File: config.mk
export PLATFORM = sky130hd
export DESIGN_NAME = f_pc_seq_flat
export DESIGN_NICKNAME = d
export VERILOG_FILES = /design/src/rtl/f_pc_seq_if.sv /design/src/rtl/f_pc_seq.sv /design/src/flat_wrapper.sv
export SDC_FILE = /design/constraint.sdc
export NUM_CORES = 1
export LEC_CHECK = 0
export CELL_PAD_IN_SITES_DETAIL_PLACEMENT = 1
export CELL_PAD_IN_SITES_GLOBAL_PLACEMENT = 1
export CORE_ASPECT_RATIO = 1.1
export CORE_MARGIN = 4
export CORE_UTILIZATION = 36
export CTS_CLUSTER_DIAMETER = 50
export DETAILED_ROUTE_END_ITERATION = 8
export GPL_TIMING_DRIVEN = 0
export PLACE_DENSITY_LB_ADDON = 0.1
export SLEW_MARGIN = 40
export SYNTH_ARGS = -nofsm -noshare
export SYNTH_HDL_FRONTEND = slang
export SYNTH_SLANG_ARGS = --single-unit
File: constraint.sdc
create_clock -name clk -period 5.15 [get_ports clk]
set_input_delay 1.03 -clock clk [delete_from_list [all_inputs] [get_ports clk]]
set_output_delay 1.03 -clock clk [all_outputs]
set_load 0.05 [all_outputs]
File: src/rtl/f_pc_seq_if.sv
// Instruction-memory fetch port: request/address out, ready/data back in the same cycle.
interface f_pc_seq_if;
  logic        imem_req;
  logic [31:0] imem_addr;
  logic        imem_ready;
  logic [31:0] imem_rdata;

  modport master (output imem_req, imem_addr, input imem_ready, imem_rdata);
  modport slave  (input imem_req, imem_addr, output imem_ready, imem_rdata);
endinterface

File: src/rtl/f_pc_seq.sv
// Fetch-stage PC sequencer: IDLE/FETCH/HOLD handshake with delay-slot redirects,
// address-error flagging and a consumed-fetch counter.
module f_pc_seq #(
  parameter logic [31:0] RESET_PC = 32'h0000_3000,
  parameter logic [31:0] PC_LO    = 32'h0000_3000,
  parameter logic [31:0] PC_HI    = 32'h0000_6FFC
) (
  input  logic              clk,
  input  logic              reset,
  input  logic              stall,
  input  logic              npc_redirect,
  input  logic [31:0]       npc,
  f_pc_seq_if.master        imem,
  output logic [31:0]       F_PC,
  output logic [31:0]       F_Instr,
  output logic              F_valid,
  output logic              F_AdEL,
  output logic [31:0]       F_cnt
);

  typedef enum logic [1:0] {IDLE, FETCH, HOLD} state_t;

  state_t      state, state_nxt;
  logic [31:0] instr_q;
  logic [31:0] redir_tgt;
  logic        redir_pend;
  logic        legal;
  logic        advance;
  logic [31:0] pc_nxt;

  assign legal = (F_PC[1:0] == 2'b00) && (F_PC >= PC_LO) && (F_PC <= PC_HI);

  always_ff @(posedge clk or posedge reset) begin
    if (reset) state <= IDLE;
    else       state <= state_nxt;
  end

  always_comb begin
    state_nxt = state;
    case (state)
      IDLE:    state_nxt = FETCH;
      FETCH:   if (!legal || imem.imem_ready) state_nxt = HOLD;
      HOLD:    if (advance) state_nxt = FETCH;
      default: state_nxt = IDLE;
    endcase
  end

  always_comb begin
    imem.imem_req  = (state == FETCH) && legal;
    imem.imem_addr = F_PC;
    F_valid        = (state == HOLD);
    advance        = (state == HOLD) && !stall;
    F_Instr        = (state == HOLD) ? instr_q : 32'h0;
  end

  // A redirect seen in the advance cycle beats any older pending one.
  always_comb begin
    if (npc_redirect)    pc_nxt = npc;
    else if (redir_pend) pc_nxt = redir_tgt;
    else                 pc_nxt = F_PC + 32'd4;
  end

  always_ff @(posedge clk or posedge reset) begin
    if (reset) begin
      F_PC       <= RESET_PC;
      instr_q    <= 32'h0;
      F_AdEL     <= 1'b0;
      F_cnt      <= 32'h0;
      redir_pend <= 1'b0;
      redir_tgt  <= 32'h0;
    end else begin
      if (state == FETCH) begin
        if (!legal) begin
          instr_q <= 32'h0;
          F_AdEL  <= 1'b1;
        end else if (imem.imem_ready) begin
          instr_q <= imem.imem_rdata;
          F_AdEL  <= 1'b0;
        end
      end
      if (advance) begin
        F_PC       <= pc_nxt;
        F_cnt      <= F_cnt + 32'd1;
        redir_pend <= 1'b0;
      end else if (npc_redirect) begin
        redir_pend <= 1'b1;
        redir_tgt  <= npc;
      end
    end
  end

endmodule

File: src/flat_wrapper.sv
// flat-port wrapper written by rule: the top's interface ports become plain ports
module f_pc_seq_flat 
#(
  parameter logic [31:0] RESET_PC = 32'h0000_3000,
  parameter logic [31:0] PC_LO    = 32'h0000_3000,
  parameter logic [31:0] PC_HI    = 32'h0000_6FFC
)
  (clk, reset, stall, npc_redirect, npc, F_PC, F_Instr, F_valid, F_AdEL, F_cnt, imem_imem_req, imem_imem_addr, imem_imem_ready, imem_imem_rdata);
  f_pc_seq_if imem_i ();
  input  logic clk;
  input  logic reset;
  input  logic stall;
  input  logic npc_redirect;
  input  logic [31:0] npc;
  output logic [31:0] F_PC;
  output logic [31:0] F_Instr;
  output logic F_valid;
  output logic F_AdEL;
  output logic [31:0] F_cnt;
  output wire logic [$bits(imem_i.imem_req)-1:0] imem_imem_req;
  output wire logic [$bits(imem_i.imem_addr)-1:0] imem_imem_addr;
  input wire logic [$bits(imem_i.imem_ready)-1:0] imem_imem_ready;
  input wire logic [$bits(imem_i.imem_rdata)-1:0] imem_imem_rdata;
  assign imem_imem_req = imem_i.imem_req;
  assign imem_imem_addr = imem_i.imem_addr;
  assign imem_i.imem_ready = imem_imem_ready;
  assign imem_i.imem_rdata = imem_imem_rdata;
  f_pc_seq #(.RESET_PC(RESET_PC), .PC_LO(PC_LO), .PC_HI(PC_HI)) u_core (.clk(clk), .reset(reset), .stall(stall), .npc_redirect(npc_redirect), .npc(npc), .imem(imem_i), .F_PC(F_PC), .F_Instr(F_Instr), .F_valid(F_valid), .F_AdEL(F_AdEL), .F_cnt(F_cnt));
endmodule
# Word-level counts from Yosys, hierarchy flattened
# Index checks and enable logic that the tools add are counted.
# totals
ff_bits	132
wordCells	42
out_inout_bits	131
# op_classes
muxes	12
magnitude_cmp	2
n_addsub	2
bitwise	1
reduce_logical	13
n_eq_ne	5
# ops
cell	n
$mux 32	5
$add 32x1->32 const B	1
$add 32x3->32 const B	1
$ge 32x14->1 const B	1
$le 32x15->1 const B	1
$pmux 2 s3	1
$reduce_and 2->1	3
$logic_and 1x1->1	4
$logic_not 2->1	2
$mux 1	4
$mux 2	2
$ne 2x1->1 const B	2
$eq 2x1->1 const B	1
$eq 2x2->1 const B	1
$logic_not 1->1	2
$ne 2x2->1 const B	1
$reduce_bool 2->1	1
$logic_or 1x1->1	1
$not 1->1	1

# Longest topological paths before layout
# Gate-level depths: netlist of the first run.
# depth
word_depth	7
ltp_mapped	7
ltp_nobuf	6

# Worst setup path after synthesis of the first run
# OpenSTA, ideal clock, no wires.
# synth_path
path_kind	flip-flop to output port
startpoint	register u_core.F_PC[27]
endpoint	output port imem_imem_req
t_arrival_ns	2.017
stages_incl_launch_ff	5
t_required_ns	4.120
path_slack_ns	2.103
cell_sequence	dfrtp_1 > nor4_1 > and3_1 > nand4_1 > nor2b_1
# synth_via
elab_chain_len	4
elab_cells_between_ends	5
classes_between	2 x order compare; 3 x reduce/logical
# synth_lines
element	line	rtl
from (decl)	f_pc_seq.sv:14	output logic [31:0] F_PC,
from (signal assigned)	f_pc_seq.sv:82	F_PC <= pc_nxt;
$ge 32x14->1	f_pc_seq.sv:31	assign legal = (F_PC[1:0] == 2'b00) && (F_PC >= PC_LO) && (F_PC <= PC_HI);
$logic_and 1x1->1	f_pc_seq.sv:31	
$logic_and 1x1->1 *	f_pc_seq.sv:31	
$logic_and 1x1->1 *	f_pc_seq.sv:49	imem.imem_req = (state == FETCH) && legal;
to (decl)	flat_wrapper.sv:20	output wire logic [$bits(imem_i.imem_req)-1:0] imem_imem_req;
# Mark *: on every way between the ends. The rest lies on a longest branch, timed or not.

# Final worst setup path of the first run
# layout_path
startpoint	register u_core.F_PC[15]
endpoint	output port imem_imem_req
# The elaborated chain is that of the path after synthesis.

==> flow_summary.json, run 1 <==
{
  "stdcell_area_um2": 9590,
  "cts_sinks": 132,
  "root_buffer": "clkbuf_16",
  "clk-insertion-delay-late_ns": 0.42,
  "cp.depth": 5,
  "io_pins": 200,
  "fp-row-count": 51,
  "reg2regPathDepth": 6,
  "seqPwrFrac_pct": 29.6,
  "synthDistinctLibCells": 58,
  "dieHeight_um": 150,
  "min_path_type": "reg -> reg",
  "p_clk_share_pct": 25.4,
  "cts_resized": 0,
  "p_sw_mw": 2.31,
  "crit_buf_inv": 1,
  "maxCapViolations": 0,
  "fill_cells": 1906,
  "critPathKind": "reg -> out",
  "antennaDiodeCount": 0,
  "drc": 0,
  "drv_slew": 0,
  "netlist_area_um2": 6630,
  "skew_ns": 0.0140,
  "yosysMostFrequentCell": "dfrtp_1",
  "regArea_um2": 3310,
  "status": "complete, no violations",
  "worst_path_max_delay_cell": "clkdlybuf4s50_1",
  "synth_edf_count": 0,
  "maxSlewHeadroom_pct": 49.0,
  "slowest_delay_ns": 0.84,
  "cts_tree": "built",
  "clockBufferDepth": 2,
  "grt_usage_pct": 21.9,
  "synth_top_cell_by_area": "dfrtp_1",
  "ys_async_sr_fraction_pct": 100,
  "gp_congestion": 0.824,
  "postSynthCellCount": 628,
  "dieArea_um2": 20700,
  "grt_max_degree": 80,
  "wire_per_inst_um": 20.4,
  "synth_nets": 700,
  "synth_area_per_cell_um2": 10.6,
  "setup_viol_count_final": 0,
  "critPathLaunchType": "flip-flop",
  "antenna_found_initial": 2,
  "p_int_mw": 2.91,
  "wl_um": 22400,
  "path_max_fanout": 9,
  "multi_input_area_um2": 2900,
  "numCtsBuffers": 17,
  "synth_seq_area_share_pct": 49.8,
  "fp.dieW_um": 137,
  "yosys_register_bits": 132,
  "comb_power_share_pct": 45.0,
  "crit_arrival_ns": 2.88,
  "synth_ff_type": "dfrtp_1",
  "post-dp-hpwl_um": 16400,
  "grt_setup_unrepaired": "no",
  "yosys-top-cells-count": "dfrtp_1 (130), nand2_1 (50), o21ai_0 (50)",
  "worstPathCellList": "nor4_1 > and3_1 > nand4_1 > nor2b_1 > clkdlybuf4s50_1",
  "cts.clk_slew.worst_paths_ns": 0.06,
  "core-area_um2": 17900,
  "crit_family": "simple AND/OR/NAND/NOR gates",
  "vias_per_cell": 5.43,
  "tightest_slew_ns": 0.762,
  "drtIter0Drc": 375,
  "syn2layout_area_growth_pct": 44.6,
  "initial_core_util_pct": 37.0,
  "cp.required_ns": 4.12,
  "ys_top_cells_by_area": "dfrtp_1 (49%), a22o_1 (5.7%), mux2_2 (5.6%), o21ai_0 (3.8%), buf_4 (3.6%)",
  "synth_top_area_share_pct": 49.0,
  "grt_pass1_wl_um": 35200,
  "vdd_drop_max_mv": 0.369,
  "place_ws_ns": 1.67,
  "num_vias": 5954,
  "hold_depth": 1,
  "overflow": 0,
  "grt_pass1_vias": 6414,
  "drtPass1Iterations": 5,
  "fmaxAchievable_mhz": 256,
  "whs_ns": 0.482,
  "timing.final.ws_setup_ns": 1.24,
  "postCtsHoldBufs": 0,
  "cts_setup_buffers": 0,
  "end_kind": "output port",
  "nets": 918,
  "finalPower_mw": 5.22,
  "detail-route-antenna-nets": 0,
  "p_per_area_nw_per_um2": 545,
  "drive_above_1_share_pct": 14.7,
  "placedInstanceArea_um2": 8950,
  "p_leak_nw": 4.02,
  "h-tree-depth": 4,
  "swShare_pct": 44.2,
  "hold_viol": 0,
  "yosysWarnings": 0,
  "period_share_pct": 75.9,
  "finalCriticalPeriod_ns": 3.91,
  "portBuffers": 198
}
==> final cells by class <==
type / count / area share, %
Timing Repair Buffer: 199 / 21.0
Inverter: 6 / 0.313
Buffer: 69 / 4.25
Multi-Input combinational cell: 421 / 30.2
Tap cell: 238 / 3.11
Sequential cell: 132 / 34.5
Clock inverter: 15 / 2.24
Clock buffer: 17 / 4.44
==> kinds of logic (layout without fill, tap and decap cells) <==
family | count (synthesis) | after routing | share of synthesized area (%)
fa+ha+maj | 3 | 3 | 0.566
buf+inv | 75 | 306 | 6.49
xor+xnor | 32 | 32 | 4.23
simple gates | 197 | 197 | 16.9
compound gates | 154 | 154 | 16.1
flops | 132 | 132 | 49.8
mux | 35 | 35 | 5.90
==> sequential cells by signal (all words and copies together) (netlist names) <==
signal	count
u_core.F_PC	32
u_core.F_AdEL	1
u_core.F_cnt	32
u_core.instr_q	32
u_core.redir_pend	1
u_core.redir_tgt	32
u_core.state	2
==> cells in the final DEF, fill, tap and decap left out, types with 13 or more instances in the layout <==
cell | netlist | routed
xnor2_1 | 27 | 27
nand4_1 | 15 | 15
nand2_1 | 50 | 50
clkdlybuf4s50_1 | 0 | 198
clkbuf_1 | 19 | 19
a22o_1 | 43 | 43
a31oi_1 | 13 | 13
dfrtp_1 | 130 | 130
mux2_2 | 33 | 33
o21ai_0 | 50 | 50
nand3_1 | 20 | 20
nor2_1 | 21 | 21
clkbuf_16 | 0 | 17
buf_2 | 13 | 13
and2_1 | 37 | 37
buf_4 | 32 | 32
==> per-stage QoR <==
stage                     TNS [ns]  util (%)  instances
after CTS                        0      53.5       1097
after global placement     -183.05      49.7       1064
after global routing             0      53.5       1097
after detailed placement         0      49.9       1065
final                            0      53.5       1097
after floorplan                  0         -        628
==> per-layer routing <==
layer,routed length (um),global-route usage [%],vias up
met5,26,0,-
li1,-,-,2708
met3,1350,5.51,30
met4,354,5.54,4
met2,11300,37.2,226
met1,9330,28.0,2986
==> power groups by stage <==
stage	Combinational (mW)	Clock (mW)	Sequential [mW]
after detailed placement	2.35	0	1.56
after global placement	2.31	0	1.55
after floorplan	1.13	0	1.92
after CTS	2.37	1.35	1.54
after global routing	2.48	1.40	1.59
final	2.35	1.33	1.55
==> worst paths after layout <==
kind / slack [ns] / to / start
max: 1.24 / imem_imem_req / u_core.F_PC[15]
min: 0.48 / u_core.F_cnt[31] / u_core.F_cnt[31]
max reg2reg: 2.64 / u_core.F_PC[24] / u_core.F_PC[2]
min reg2reg: 0.48 / u_core.F_cnt[31] / u_core.F_cnt[31]
max in group asynchronous: 3.36 / u_core.F_PC[13] / reset
min in group asynchronous: 1.02 / u_core.instr_q[12] / reset
Power figures use the tool's default switching activity.
==> inputs of run 2 (changes only) <==
Clock period 5.15 ns to 3.7 ns, I/O delays scaled along.
==> run 2 against run 1 <==
Effect of this change:
- non-clock buffer count is 5 higher
- largest power group unchanged
- die area stayed put
- hold slack better by 0.0046 ns
- routed wire length is 1.6% higher
- design area is 0.26% higher
- sequential share of layout area is 0.090 points lower
- combinational power is 40% higher
- sequential power is 39% higher
==> flow_summary.json, run 2 (synthesis results as in run 1) <==
{
  "status": "complete, no violations",
  "final_common_cell": "clkdlybuf4s50_1",
  "cp-startpoint": "u_core.state[0]",
  "crit_end": "F_Instr[30]",
  "path_max_fanout": 10,
  "drtPass1Iterations": 5,
  "drc": 0,
  "initial_core_util_pct": 37.0,
  "maxSlewHeadroom_pct": 48.9,
  "regArea_um2": 3310,
  "vias_per_cell": 5.49,
  "reg2regPathDepth": 6,
  "setup_viol_count_final": 0,
  "period_share_pct": 88.9,
  "root_buffer": "clkbuf_16",
  "post-dp-hpwl_um": 16600,
  "drive_above_1_share_pct": 14.9,
  "worstReg2RegStart": "u_core.F_PC[2]",
  "wire_per_inst_um": 20.7,
  "overflow": 0,
  "h-tree-depth": 4,
  "core-area_um2": 17900,
  "fp-row-count": 51,
  "tightest_slew_ns": 0.763,
  "fp.dieW_um": 137,
  "syn2layout_area_growth_pct": 44.9,
  "num_vias": 6047,
  "r2r_setup_slack_ns": 1.16,
  "dieArea_um2": 20700,
  "grt_pass1_vias": 6621,
  "p_leak_nw": 4.03,
  "end_kind": "output port",
  "skew_ns": 0.0105,
  "fill_cells": 1941,
  "grt_setup_unrepaired": "no",
  "setup_tns_ns": 0,
  "antenna_found_initial": 1,
  "nets": 923,
  "drtIter0Drc": 299,
  "grt_max_degree": 26,
  "grt_usage_pct": 22.6,
  "final_cell_mix": "clkdlybuf4s50_1 (197), dfrtp_1 (130), nand2_1 (50), o21ai_0 (50), a22o_1 (43)",
  "wl_um": 22800,
  "placedInstanceArea_um2": 9070,
  "maxCapViolations": 0,
  "crit_arrival_ns": 2.55,
  "multi_input_area_um2": 2900,
  "fmaxAchievable_mhz": 304,
  "io_pins": 200,
  "clockBufferDepth": 2,
  "critPathLaunchType": "flip-flop",
  "finalCriticalPeriod_ns": 3.29,
  "cts_sinks": 132,
  "min_path_type": "reg -> reg",
  "hold_viol": 0,
  "detail-route-antenna-nets": 0,
  "grt_pass1_wl_um": 36400,
  "antennaDiodeCount": 0,
  "r2r-end": "u_core.F_PC[24]",
  "vdd_drop_max_mv": 0.480,
  "cts_tree": "built",
  "drv_slew": 0,
  "dieHeight_um": 150,
  "critPathKind": "reg -> out",
  "cts.clk_slew.worst_paths_ns": 0.06,
  "p_per_area_nw_per_um2": 731,
  "stdcell_area_um2": 9610,
  "portBuffers": 198,
  "gp_congestion": 0.820,
  "numCtsBuffers": 17,
  "clk-insertion-delay-late_ns": 0.43,
  "cp.required_ns": 2.96
}
[run 2: power breakdown]
part           internal (mW)  switching [mW]
logic                   1.20            2.10
registers               1.73           0.431
clock network          0.884           0.691
[run 2: critical path, stage by stage, from the launching register on]
cell,delay (ns)
dfrtp_1,0.40
and2b_1,0.37
clkbuf_1,0.33
and2_1,0.20
clkdlybuf4s50_1,0.82
[run 2: through the flow]
step	setup WS (ns)	hold WS [ns]	power [mW]	cells	utilization, %
after CTS	0.102	0.490	7.08	1102	53.6
after floorplan	0.943	0.464	4.24	628	-
after global placement	0.0599	0.463	5.36	1064	49.7
after global routing	0.236	0.507	7.36	1102	53.6
final	0.410	0.487	7.03	1102	53.6
after detailed placement	0.554	0.477	5.47	1070	50.6
[run 2: how the worst min path moves through the flow]
stage / start / to / cells after the start / slack (ns)
6_report: u_core.F_cnt[31] / u_core.F_cnt[31] / 1 / 0.49
5_1_grt: u_core.F_cnt[31] / u_core.F_cnt[31] / 1 / 0.51
4_1_cts: u_core.F_cnt[31] / u_core.F_cnt[31] / 1 / 0.49
3_5_place_dp: u_core.F_cnt[31] / u_core.F_cnt[31] / 1 / 0.48
3_3_place_gp: u_core.F_cnt[31] / u_core.F_cnt[31] / 1 / 0.46
2_1_floorplan: u_core.instr_q[29] / u_core.instr_q[29] / 1 / 0.46
[run 2: area by class of cell]
type                            instances  area share [%]
Tap cell                              238            3.10
Timing Repair Buffer                  204            22.2
Sequential cell                       132            34.4
Inverter                                6           0.273
Buffer                                 69            4.24
Multi-Input combinational cell        421            30.1
Clock buffer                           20            4.65
Clock inverter                         12            1.02
[run 2: repair_timing]
action | in CTS | in global routing
setup endpoints to repair | 0 | 1
buffers inserted | 0 | 0
gates resized for setup | 0 | 1
hold buffers | 0 | 0
[run 2: layer usage]
metal	GRT usage, %	vias up	share of wire (%)
met4	7.24	0	1.8
met1	29.7	3075	42
met2	37.5	221	50
li1	-	2720	-
met3	4.48	31	5.7
met5	0	-	0
